--- src/rtl/mem_rs_agu_pkg.sv ---
// Shared types for the memory reservation station and its address-generation stage.
package mem_rs_agu_pkg;

    localparam int PRF_IDX          = 6;
    localparam int ROB_IDX          = 5;
    localparam int MEM_RS_DEPTH_DEF = 8;

    // Memory opcodes: bit3 = store, bit2 = unsigned, [1:0] = access size (0 B, 1 H, 2 W)
    typedef enum logic [3:0] {
        MEM_LB  = 4'b0000,
        MEM_LH  = 4'b0001,
        MEM_LW  = 4'b0010,
        MEM_LBU = 4'b0100,
        MEM_LHU = 4'b0101,
        MEM_SB  = 4'b1000,
        MEM_SH  = 4'b1001,
        MEM_SW  = 4'b1010
    } mem_op_e;

    typedef struct packed {
        logic               valid;
        logic [ROB_IDX-1:0] rob_id;
        logic [3:0]         fu_opcode;
        logic [PRF_IDX-1:0] rs1_phy;
        logic               rs1_rdy;
        logic [PRF_IDX-1:0] rs2_phy;
        logic               rs2_rdy;
        logic [31:0]        imm;
    } mem_rs_entry_t;

    typedef struct packed {
        logic               valid;
        logic [ROB_IDX-1:0] rob_id;
        logic [31:0]        addr;
        logic [3:0]         mask;
        logic [31:0]        wdata;
        logic [31:0]        rs1_value;
        logic [31:0]        rs2_value;
    } agu_lsq_t;

    function automatic logic opIsStore(input logic [3:0] op);
        return op[3];
    endfunction

    function automatic logic [1:0] opSize(input logic [3:0] op);
        return op[1:0];
    endfunction

    // Physical tag 0 is hardwired ready, so a broadcast on it never counts as a wakeup
    function automatic logic tagWake(input logic cdbValid,
                                     input logic [PRF_IDX-1:0] cdbTag,
                                     input logic [PRF_IDX-1:0] tag);
        return cdbValid && (cdbTag == tag) && (tag != '0);
    endfunction

endpackage

--- src/rtl/mem_rs_agu_if.sv ---
// Dispatch, CDB, PRF read and AGU result signals of the memory reservation station.
interface mem_rs_agu_if;
    import mem_rs_agu_pkg::*;

    logic               flush;
    logic               ds_valid;
    logic               ds_ready;
    logic [ROB_IDX-1:0] ds_rob_id;
    logic [3:0]         ds_fu_opcode;
    logic [PRF_IDX-1:0] ds_rs1_phy;
    logic               ds_rs1_rdy;
    logic [PRF_IDX-1:0] ds_rs2_phy;
    logic               ds_rs2_rdy;
    logic [31:0]        ds_imm;
    logic               cdb_valid;
    logic [PRF_IDX-1:0] cdb_rd_phy;
    logic [PRF_IDX-1:0] prf_rs1_phy;
    logic [PRF_IDX-1:0] prf_rs2_phy;
    logic [31:0]        prf_rs1_value;
    logic [31:0]        prf_rs2_value;
    logic               agu_valid;
    logic [ROB_IDX-1:0] agu_rob_id;
    logic [31:0]        agu_addr;
    logic [3:0]         agu_mask;
    logic [31:0]        agu_wdata;
    logic [31:0]        agu_rs1_value_dbg;
    logic [31:0]        agu_rs2_value_dbg;

    // Backend side: dispatch, CDB, PRF data, consumes AGU results
    modport master (
        output flush, ds_valid, ds_rob_id, ds_fu_opcode, ds_rs1_phy, ds_rs1_rdy,
               ds_rs2_phy, ds_rs2_rdy, ds_imm, cdb_valid, cdb_rd_phy,
               prf_rs1_value, prf_rs2_value,
        input  ds_ready, prf_rs1_phy, prf_rs2_phy, agu_valid, agu_rob_id, agu_addr,
               agu_mask, agu_wdata, agu_rs1_value_dbg, agu_rs2_value_dbg
    );

    // Reservation station side
    modport slave (
        input  flush, ds_valid, ds_rob_id, ds_fu_opcode, ds_rs1_phy, ds_rs1_rdy,
               ds_rs2_phy, ds_rs2_rdy, ds_imm, cdb_valid, cdb_rd_phy,
               prf_rs1_value, prf_rs2_value,
        output ds_ready, prf_rs1_phy, prf_rs2_phy, agu_valid, agu_rob_id, agu_addr,
               agu_mask, agu_wdata, agu_rs1_value_dbg, agu_rs2_value_dbg
    );

endinterface

--- src/rtl/mem_rs_agu_agu.sv ---
// Combinational address generation: byte address, byte-enable mask and lane-aligned store data.
module mem_agu
    import mem_rs_agu_pkg::*;
(
    input  logic [3:0]  opcode_i,
    input  logic [31:0] rs1_i,
    input  logic [31:0] rs2_i,
    input  logic [31:0] imm_i,
    output logic [31:0] addr_o,
    output logic [3:0]  mask_o,
    output logic [31:0] wdata_o
);

    logic [31:0] addrSum;
    logic [31:0] laneData;

    // Mask and data shift follow the low address bits; misaligned accesses are not trapped here
    always_comb begin
        addrSum  = rs1_i + imm_i;
        mask_o   = 4'b1111;
        laneData = rs2_i;
        case (opSize(opcode_i))
            2'd0: begin
                mask_o   = 4'b0001 << addrSum[1:0];
                laneData = rs2_i << {addrSum[1:0], 3'b000};
            end
            2'd1: begin
                mask_o   = 4'b0011 << {addrSum[1], 1'b0};
                laneData = rs2_i << {addrSum[1], 4'b0000};
            end
            default: begin
                mask_o   = 4'b1111;
                laneData = rs2_i;
            end
        endcase
        addr_o  = addrSum;
        wdata_o = opIsStore(opcode_i) ? laneData : 32'd0;
    end

endmodule

--- src/rtl/mem_rs_agu.sv ---
// Memory-op reservation station with CDB wakeup, single issue per cycle and a registered AGU stage.
module mem_rs_agu
    import mem_rs_agu_pkg::*;
#(
    parameter int MEM_RS_DEPTH = MEM_RS_DEPTH_DEF
) (
    input logic          clk,
    input logic          rst_n,
    mem_rs_agu_if.slave  rs_if
);

    localparam int IDX_W = (MEM_RS_DEPTH > 1) ? $clog2(MEM_RS_DEPTH) : 1;

    mem_rs_entry_t entry_q [MEM_RS_DEPTH];
    mem_rs_entry_t entry_d [MEM_RS_DEPTH];
    agu_lsq_t      agu_q;
    agu_lsq_t      agu_d;

    logic             freeFound;
    logic [IDX_W-1:0] freeIdx;
    logic             selFound;
    logic [IDX_W-1:0] selIdx;
    mem_rs_entry_t    selEntry;
    logic [31:0]      aguAddr;
    logic [3:0]       aguMask;
    logic [31:0]      aguWdata;

    // Lowest free slot for allocation and lowest fully-ready slot for issue, both from registered state
    always_comb begin
        freeFound = 1'b0;
        freeIdx   = '0;
        selFound  = 1'b0;
        selIdx    = '0;
        for (int i = MEM_RS_DEPTH - 1; i >= 0; i--) begin
            if (!entry_q[i].valid) begin
                freeFound = 1'b1;
                freeIdx   = IDX_W'(i);
            end
            if (entry_q[i].valid && entry_q[i].rs1_rdy && entry_q[i].rs2_rdy) begin
                selFound = 1'b1;
                selIdx   = IDX_W'(i);
            end
        end
        selEntry = entry_q[selIdx];
    end

    assign rs_if.ds_ready    = freeFound;
    assign rs_if.prf_rs1_phy = selEntry.rs1_phy;
    assign rs_if.prf_rs2_phy = selEntry.rs2_phy;

    mem_agu u_agu (
        .opcode_i (selEntry.fu_opcode),
        .rs1_i    (rs_if.prf_rs1_value),
        .rs2_i    (rs_if.prf_rs2_value),
        .imm_i    (selEntry.imm),
        .addr_o   (aguAddr),
        .mask_o   (aguMask),
        .wdata_o  (aguWdata)
    );

    // Entry update: wakeup, free the issuing slot, allocate with same-cycle CDB bypass, flush wins
    always_comb begin
        for (int i = 0; i < MEM_RS_DEPTH; i++) begin
            entry_d[i] = entry_q[i];
            if (entry_q[i].valid) begin
                if (tagWake(rs_if.cdb_valid, rs_if.cdb_rd_phy, entry_q[i].rs1_phy)) begin
                    entry_d[i].rs1_rdy = 1'b1;
                end
                if (tagWake(rs_if.cdb_valid, rs_if.cdb_rd_phy, entry_q[i].rs2_phy)) begin
                    entry_d[i].rs2_rdy = 1'b1;
                end
            end
        end
        if (selFound) begin
            entry_d[selIdx].valid = 1'b0;
        end
        if (rs_if.ds_valid && freeFound) begin
            entry_d[freeIdx].valid     = 1'b1;
            entry_d[freeIdx].rob_id    = rs_if.ds_rob_id;
            entry_d[freeIdx].fu_opcode = rs_if.ds_fu_opcode;
            entry_d[freeIdx].rs1_phy   = rs_if.ds_rs1_phy;
            entry_d[freeIdx].rs2_phy   = rs_if.ds_rs2_phy;
            entry_d[freeIdx].imm       = rs_if.ds_imm;
            entry_d[freeIdx].rs1_rdy   = rs_if.ds_rs1_rdy || (rs_if.ds_rs1_phy == '0) ||
                                         tagWake(rs_if.cdb_valid, rs_if.cdb_rd_phy, rs_if.ds_rs1_phy);
            entry_d[freeIdx].rs2_rdy   = rs_if.ds_rs2_rdy || (rs_if.ds_rs2_phy == '0) ||
                                         tagWake(rs_if.cdb_valid, rs_if.cdb_rd_phy, rs_if.ds_rs2_phy);
        end
        if (rs_if.flush) begin
            for (int i = 0; i < MEM_RS_DEPTH; i++) begin
                entry_d[i].valid = 1'b0;
            end
        end
    end

    // AGU pipeline register: one-cycle pulse per issued uop, data held while idle
    always_comb begin
        agu_d       = agu_q;
        agu_d.valid = 1'b0;
        if (selFound && !rs_if.flush) begin
            agu_d.valid     = 1'b1;
            agu_d.rob_id    = selEntry.rob_id;
            agu_d.addr      = aguAddr;
            agu_d.mask      = aguMask;
            agu_d.wdata     = aguWdata;
            agu_d.rs1_value = rs_if.prf_rs1_value;
            agu_d.rs2_value = rs_if.prf_rs2_value;
        end
    end

    // State registers; reset empties the station and zeroes the AGU outputs
    always_ff @(posedge clk or negedge rst_n) begin
        if (!rst_n) begin
            for (int i = 0; i < MEM_RS_DEPTH; i++) begin
                entry_q[i] <= '0;
            end
            agu_q <= '0;
        end else begin
            for (int i = 0; i < MEM_RS_DEPTH; i++) begin
                entry_q[i] <= entry_d[i];
            end
            agu_q <= agu_d;
        end
    end

    assign rs_if.agu_valid         = agu_q.valid;
    assign rs_if.agu_rob_id        = agu_q.rob_id;
    assign rs_if.agu_addr          = agu_q.addr;
    assign rs_if.agu_mask          = agu_q.mask;
    assign rs_if.agu_wdata         = agu_q.wdata;
    assign rs_if.agu_rs1_value_dbg = agu_q.rs1_value;
    assign rs_if.agu_rs2_value_dbg = agu_q.rs2_value;

endmodule
--- src/flat_wrapper.sv ---
// flat-port wrapper written by rule: the top's interface ports become plain ports
module mem_rs_agu_flat import mem_rs_agu_pkg::*;
#(
    parameter int MEM_RS_DEPTH = MEM_RS_DEPTH_DEF
)
  (clk, rst_n, rs_if_flush, rs_if_ds_valid, rs_if_ds_rob_id, rs_if_ds_fu_opcode, rs_if_ds_rs1_phy, rs_if_ds_rs1_rdy, rs_if_ds_rs2_phy, rs_if_ds_rs2_rdy, rs_if_ds_imm, rs_if_cdb_valid, rs_if_cdb_rd_phy, rs_if_prf_rs1_value, rs_if_prf_rs2_value, rs_if_ds_ready, rs_if_prf_rs1_phy, rs_if_prf_rs2_phy, rs_if_agu_valid, rs_if_agu_rob_id, rs_if_agu_addr, rs_if_agu_mask, rs_if_agu_wdata, rs_if_agu_rs1_value_dbg, rs_if_agu_rs2_value_dbg);
  mem_rs_agu_if rs_if_i ();
  input logic clk;
  input logic rst_n;
  input wire logic [$bits(rs_if_i.flush)-1:0] rs_if_flush;
  input wire logic [$bits(rs_if_i.ds_valid)-1:0] rs_if_ds_valid;
  input wire logic [$bits(rs_if_i.ds_rob_id)-1:0] rs_if_ds_rob_id;
  input wire logic [$bits(rs_if_i.ds_fu_opcode)-1:0] rs_if_ds_fu_opcode;
  input wire logic [$bits(rs_if_i.ds_rs1_phy)-1:0] rs_if_ds_rs1_phy;
  input wire logic [$bits(rs_if_i.ds_rs1_rdy)-1:0] rs_if_ds_rs1_rdy;
  input wire logic [$bits(rs_if_i.ds_rs2_phy)-1:0] rs_if_ds_rs2_phy;
  input wire logic [$bits(rs_if_i.ds_rs2_rdy)-1:0] rs_if_ds_rs2_rdy;
  input wire logic [$bits(rs_if_i.ds_imm)-1:0] rs_if_ds_imm;
  input wire logic [$bits(rs_if_i.cdb_valid)-1:0] rs_if_cdb_valid;
  input wire logic [$bits(rs_if_i.cdb_rd_phy)-1:0] rs_if_cdb_rd_phy;
  input wire logic [$bits(rs_if_i.prf_rs1_value)-1:0] rs_if_prf_rs1_value;
  input wire logic [$bits(rs_if_i.prf_rs2_value)-1:0] rs_if_prf_rs2_value;
  output wire logic [$bits(rs_if_i.ds_ready)-1:0] rs_if_ds_ready;
  output wire logic [$bits(rs_if_i.prf_rs1_phy)-1:0] rs_if_prf_rs1_phy;
  output wire logic [$bits(rs_if_i.prf_rs2_phy)-1:0] rs_if_prf_rs2_phy;
  output wire logic [$bits(rs_if_i.agu_valid)-1:0] rs_if_agu_valid;
  output wire logic [$bits(rs_if_i.agu_rob_id)-1:0] rs_if_agu_rob_id;
  output wire logic [$bits(rs_if_i.agu_addr)-1:0] rs_if_agu_addr;
  output wire logic [$bits(rs_if_i.agu_mask)-1:0] rs_if_agu_mask;
  output wire logic [$bits(rs_if_i.agu_wdata)-1:0] rs_if_agu_wdata;
  output wire logic [$bits(rs_if_i.agu_rs1_value_dbg)-1:0] rs_if_agu_rs1_value_dbg;
  output wire logic [$bits(rs_if_i.agu_rs2_value_dbg)-1:0] rs_if_agu_rs2_value_dbg;
  assign rs_if_i.flush = rs_if_flush;
  assign rs_if_i.ds_valid = rs_if_ds_valid;
  assign rs_if_i.ds_rob_id = rs_if_ds_rob_id;
  assign rs_if_i.ds_fu_opcode = rs_if_ds_fu_opcode;
  assign rs_if_i.ds_rs1_phy = rs_if_ds_rs1_phy;
  assign rs_if_i.ds_rs1_rdy = rs_if_ds_rs1_rdy;
  assign rs_if_i.ds_rs2_phy = rs_if_ds_rs2_phy;
  assign rs_if_i.ds_rs2_rdy = rs_if_ds_rs2_rdy;
  assign rs_if_i.ds_imm = rs_if_ds_imm;
  assign rs_if_i.cdb_valid = rs_if_cdb_valid;
  assign rs_if_i.cdb_rd_phy = rs_if_cdb_rd_phy;
  assign rs_if_i.prf_rs1_value = rs_if_prf_rs1_value;
  assign rs_if_i.prf_rs2_value = rs_if_prf_rs2_value;
  assign rs_if_ds_ready = rs_if_i.ds_ready;
  assign rs_if_prf_rs1_phy = rs_if_i.prf_rs1_phy;
  assign rs_if_prf_rs2_phy = rs_if_i.prf_rs2_phy;
  assign rs_if_agu_valid = rs_if_i.agu_valid;
  assign rs_if_agu_rob_id = rs_if_i.agu_rob_id;
  assign rs_if_agu_addr = rs_if_i.agu_addr;
  assign rs_if_agu_mask = rs_if_i.agu_mask;
  assign rs_if_agu_wdata = rs_if_i.agu_wdata;
  assign rs_if_agu_rs1_value_dbg = rs_if_i.agu_rs1_value_dbg;
  assign rs_if_agu_rs2_value_dbg = rs_if_i.agu_rs2_value_dbg;
  mem_rs_agu #(.MEM_RS_DEPTH(MEM_RS_DEPTH)) u_core (.clk(clk), .rst_n(rst_n), .rs_if(rs_if_i));
endmodule
--- config.mk ---
export PLATFORM = sky130hd
export DESIGN_NAME = mem_rs_agu_flat
export DESIGN_NICKNAME = d
export VERILOG_FILES = /design/src/rtl/mem_rs_agu_pkg.sv /design/src/rtl/mem_rs_agu_if.sv /design/src/rtl/mem_rs_agu_agu.sv /design/src/rtl/mem_rs_agu.sv /design/src/flat_wrapper.sv
export SDC_FILE = /design/constraint.sdc
export NUM_CORES = 1
export LEC_CHECK = 0
export BUFFER_PORTS_ARGS = -buffer_cell sky130_fd_sc_hd__buf_2
export CAP_MARGIN = 10
export CORE_ASPECT_RATIO = 0.8
export CORE_MARGIN = 4
export CORE_UTILIZATION = 45
export DETAILED_ROUTE_END_ITERATION = 10
export PLACE_DENSITY = 0.72
export SYNTH_ARGS = -nofsm -noshare
export SYNTH_HDL_FRONTEND = slang
export SYNTH_HIERARCHICAL = 1
export SYNTH_SLANG_ARGS = --single-unit
--- constraint.sdc ---
create_clock -name clk -period 11.05 [get_ports clk]
set_input_delay 3.315 -clock clk [delete_from_list [all_inputs] [get_ports clk]]
set_output_delay 3.315 -clock clk [all_outputs]
set_load 0.01 [all_outputs]
Word level (Yosys, flattened, before mapping)
Cells that the tools add are included.
Word-level totals
  bits of input ports: 130
  bits in registers: 586
  output and inout port bits: 151
  word-level logic and storage cells: 291
Operators by class
  shift-type cells: 4
  $lt $le $gt $ge: 4
  muxes and demuxes: 108
  equality and inequality tests: 19
  add/sub/neg operators: 1
  bitwise gates (word level): 2
  reductions and logical operators: 82
Operators with widths (count)
  448-bit bitwise mux: 9
  56-bit demux with 3-bit select: 9
  448-bit two-way mux: 2
  56-bit binary-select mux with 3-bit select: 1
  55-bit two-way mux: 3
  138-bit two-way mux: 1
  56-bit two-way mux: 2
  6-bit == test: 18
  6-bit nonzero test: 18
  32-bit two-way mux: 2
  32-bit case mux with 2 select lines: 1
  32-bit by 5-bit left shift with 32-bit output: 2
  1-bit logical AND: 56
  1-bit two-way mux: 56
  50-bit two-way mux: 1
  3-bit two-way mux: 16
  46-bit two-way mux: 1
  40-bit two-way mux: 1
  39-bit two-way mux: 1
  33-bit two-way mux: 1
  32-bit adder: 1
  6-bit logical NOT: 2
  4-bit greater-or-equal comparator, second input constant: 2
  4-bit by 1-bit less-than comparator with 1-bit output, second input constant: 2
  other kinds (8): 12

Logic depth before layout (Yosys ltp)
  word-level depth: 27
  mapped depth: 20
  gate-level depth less buffers: 16

Cells and area by module
Netlist, hierarchy kept.
By module, submodules not included
  mem_rs_agu: sequential area each 14664.1 um^2, area an instance 26970.9 um^2, instances 1, cells an instance 1996
  mem_agu: sequential area each 0.0 um^2, area an instance 2361.0 um^2, instances 1, cells an instance 368

Least setup slack after synthesis
OpenSTA, ideal clock, no wires.
  path kind: input-to-reg
  start point: input port rs_if_prf_rs1_value[0]
  end point: register u_core.agu_q, in the netlist u_core/rs_if.agu_wdata[12]
  slack: 5398 ps
  arrival: 5524 ps
  buffers on the path: 2
  data required time: 10922 ps
  stages on the path: 11
  setup time: 128 ps
  cells stage by stage: ha_1 > inv_1 > fa_1 > clkbuf_1 > inv_1 > nor2_1 > nor2_1 > nor2b_1 > clkbuf_1 > a22o_1 > mux2_1
Between the ends
  word-level cells in the longest chain between the ends: 4
  elaborated cells between the ends (all ways): 5
  classes of those cells: add/sub: 1; shift: 2; mux: 2
Ends and longest elaborated chain
  from (decl): RTL line flat_wrapper.sv:21  | input wire logic [$bits(rs_if_i.prf_rs1_value)-1:0] rs_if_prf_rs1_value;
  32-bit adder *: RTL line mem_rs_agu_agu.sv:19  | addrSum = rs1_i + imm_i;
  via u_core.aguAddr[1]: RTL line mem_rs_agu.sv:24  | logic [31:0] aguAddr;
  32-bit by 5-bit left shift with 32-bit output (on tied branches): RTL line mem_rs_agu_agu.sv:29, mem_rs_agu_agu.sv:25
  32-bit case mux with 2 select lines *: RTL line mem_rs_agu_agu.sv:22  | case (opSize(opcode_i))
  32-bit two-way mux *: RTL line mem_rs_agu_agu.sv:37  | wdata_o = opIsStore(opcode_i) ? laneData : 32'd0;
  via u_core.aguWdata[12]: RTL line mem_rs_agu.sv:26  | logic [31:0] aguWdata;
  to (signal assigned): RTL line mem_rs_agu.sv:122  | agu_q <= agu_d;
  to (decl): RTL line mem_rs_agu.sv:16  | agu_lsq_t agu_q;
The timed path passes the listed nets; every way through them passes the cells marked *.
A chain may end at the register's enable or synchronous reset.

Final worst setup path
  start point: register u_core/entry_q[223] (netlist name)
  end point: output port rs_if_prf_rs2_phy[4]
Between the ends
  word-level cells in the longest chain between the ends: 11
Ends and longest elaborated chain
  from (decl): RTL line mem_rs_agu.sv:14  | mem_rs_entry_t entry_q [MEM_RS_DEPTH];
  from (signal, indexed assignment): RTL line mem_rs_agu.sv:120  | entry_q[i] <= entry_d[i];
  1-bit logical AND (2 in a row): RTL line mem_rs_agu.sv:39  | if (entry_q[i].valid && entry_q[i].rs1_rdy && entry_q[i].rs2_rdy) begin
  3-bit two-way mux (5 in a row): RTL line mem_rs_agu.sv:39
  3-bit NOT with 4-bit output (implied by the code): RTL line mem_rs_agu.sv:44  | selEntry = entry_q[selIdx];
  56-bit binary-select mux with 3-bit select: RTL line mem_rs_agu.sv:44
  55-bit two-way mux (implied by the code) (2 in a row): RTL line mem_rs_agu.sv:44
  to (decl): RTL line flat_wrapper.sv:25  | output wire logic [$bits(rs_if_i.prf_rs2_phy)-1:0] rs_if_prf_rs2_phy;
Every way passes these cells. The select of a mux whose other input is x is not followed.

==> out/metrics.yaml <==
outcome:
  status: "completed"
final_layout:
  fin_area_sq_um: 32830
  fin_nets: 2676
  syn_to_final_growth_pct: 13.24
  fin_util: 0.5194
  drive_above_1_share: 0.3518
timing:
  finalSetupViolCount: 0
  fin_hold_ws_ns: 0.4819
  post-route-period-util: 0.6339
  final-hold-violation-count: 0
  tns_ns: 0
  finClkSkew_ns: 0.02378
  tightest_slew_ns: 1.190
  fin_crit_ns: 7.004
  slew_headroom: 0.2049
  clock.fmax_mhz: 142.8
  rsz0062_at_grt: "no"
  drv_slew: 0
die:
  die_h_um: 235.0
  die_w_um: 291.8
  dieArea_sq_um: 68560
  core_area_sq_um: 63200
  num_rows: 82
  start_util: 0.4586
  ios: 281
logic_synthesis:
  syn-num-nets: 2504
  synth.avg_cell_area_sq_um: 12.38
  yosys_warnings: 6
  syn_inst: 2342
  synthesis.area_sq_um: 28990
pwr:
  power.leakage_nw: 15.53
  powerDensity_nw_per_um2: 198.8
  ir_drop_uv: 161.0
detailed_routing:
  drtIter0Drc: 1923
  drtAntennaViolNets: 0
  wl_per_cell_um: 23.78
  num_vias: 20770
  wirelength_um: 81120
  drcViolationCount: 0
  drt_first_pass_iters: 6
  viasPerCell: 6.088
clock_network:
  root_buffer: "clkbuf_16"
  cts.repair.resized: 0
  cts-buffers-inserted: 58
  cts-htree-levels: 2
  cts_max_path_buffers: 3
  cts.sinks: 578
  clock_latency_ns: 0.63
  path_clk_slew_ns: 0.06
  ctsHoldBuffers: 0
  postCtsSetupBuffers: 0
  tritoncts: "yes"
grt:
  grt_pass1_vias: 21440
  grt_pass1_wl_um: 126400
  grt_overflow_total: 0
  antenna_found_initial: 21
  grt_max_degree: 188
  track_usage: 0.2291
placement:
  gp_congestion: 0.9182
  dp_hpwl_um: 51460
  post_dp_cell_area_sq_um: 30740
  port_buffers: 279
min_path:
  holdCritPathClass: "reg -> reg"
  holdCritStartpoint: "u_core/rs_if.agu_wdata[10]"
  hold_depth: 1
  holdPathEnd: "u_core/rs_if.agu_wdata[10]"
job:
  maxCapViolCount: 0
worst_setup_path:
  ff2ff_path_depth: 16
  rr_endpoint: "u_core/rs_if.agu_addr[29]"
  cp-end-kind: "output pin"
  start_kind: "flip-flop"
  cp.required_ns: 7.74
  r2r_slack_ns: 4.44
  worstPathMaxFanout: 59
  cp_data_arrival_time_ns: 3.69
  reg2reg_from: "u_core/entry_q[391]"
  crit_type: "reg -> out"
==> sequential cells by signal (all words and copies together) (netlist names) <==
name,count
u_core/rs_if.agu_rob_id,5
u_core/rs_if.agu_mask,4
u_core/rs_if.agu_rs2_value_dbg,32
u_core/rs_if.agu_addr,32
u_core/rs_if.agu_wdata,32
u_core/rs_if.agu_valid,1
u_core/entry_q,440
u_core/rs_if.agu_rs1_value_dbg,32
==> cell usage in the layout (no fill, tap or decap), drive strengths merged, types with 47 or more instances in the layout <==
| cell | count |
|---|---|
| buf | 307 |
| clkbuf | 86 |
| o22ai | 50 |
| nand2 | 96 |
| o21ai | 47 |
| xnor2 | 67 |
| xor2 | 55 |
| dfrtp | 578 |
| a221oi | 94 |
| mux2 | 546 |
| a21oi | 94 |
| a22o | 100 |
| mux2i | 55 |
| nor2 | 74 |
==> stage by stage <==
step	cells	setup WS (ns)	total power [mW]
4_1_cts	3401	4.108	6.565
6_report	3411	4.046	6.527
5_1_grt	3405	3.920	6.824
3_3_place_gp	3294	4.675	4.353
3_5_place_dp	3294	4.617	4.426
2_1_floorplan	2342	5.398	3.768
==> final cells by class <==
class	count	area, sq um
repair buffers	307	1642
fillers	5379	30380
clock inverters	21	361.6
flip-flops and latches	578	14460
inverters	23	86.33
diodes	10	25.02
well taps	840	1051
clock buffers	86	1697
multi-input cells	1546	13500
==> routing by layer <==
| layer | part of all wire | GRT usage | vias to the layer above |
|---|---|---|---|
| li1 | - | - | 9053 |
| met1 | 0.42 | 0.3029 | 10720 |
| met2 | 0.48 | 0.3757 | 785 |
| met3 | 0.072 | 0.05051 | 188 |
| met4 | 0.029 | 0.07656 | 18 |
| met5 | 0.0014 | 0 | - |
==> worst max-delay path: stages, from the launching register on <==
cell and delay, ns:
dfrtp_1 0.49, and3_1 0.40, nand2b_4 0.60, buf_4 0.72, a22o_1 0.27, a221oi_1 0.09, o22ai_1 0.26, buf_2 0.18
==> worst max path at each step <==
stage | slack (ns) | end | from
after floorplan | 5.40 | u_core/rs_if.agu_wdata[12] | rs_if_prf_rs1_value[0]
after global placement | 4.68 | u_core/rs_if.agu_addr[29] | u_core/entry_q[391]
after detailed placement | 4.62 | u_core/rs_if.agu_addr[29] | u_core/entry_q[391]
after CTS | 4.11 | rs_if_prf_rs2_phy[4] | u_core/entry_q[223]
after global routing | 3.92 | rs_if_prf_rs2_phy[4] | u_core/entry_q[223]
final | 4.05 | rs_if_prf_rs2_phy[4] | u_core/entry_q[223]
==> power breakdown <==
group / switching, mW / internal (mW) / total (mW)
combinational: 0.903 / 0.743 / 1.65
clock: 0.855 / 1.27 / 2.13
sequential: 0.234 / 2.52 / 2.75
No activity file was read; power rests on OpenSTA's default activity.
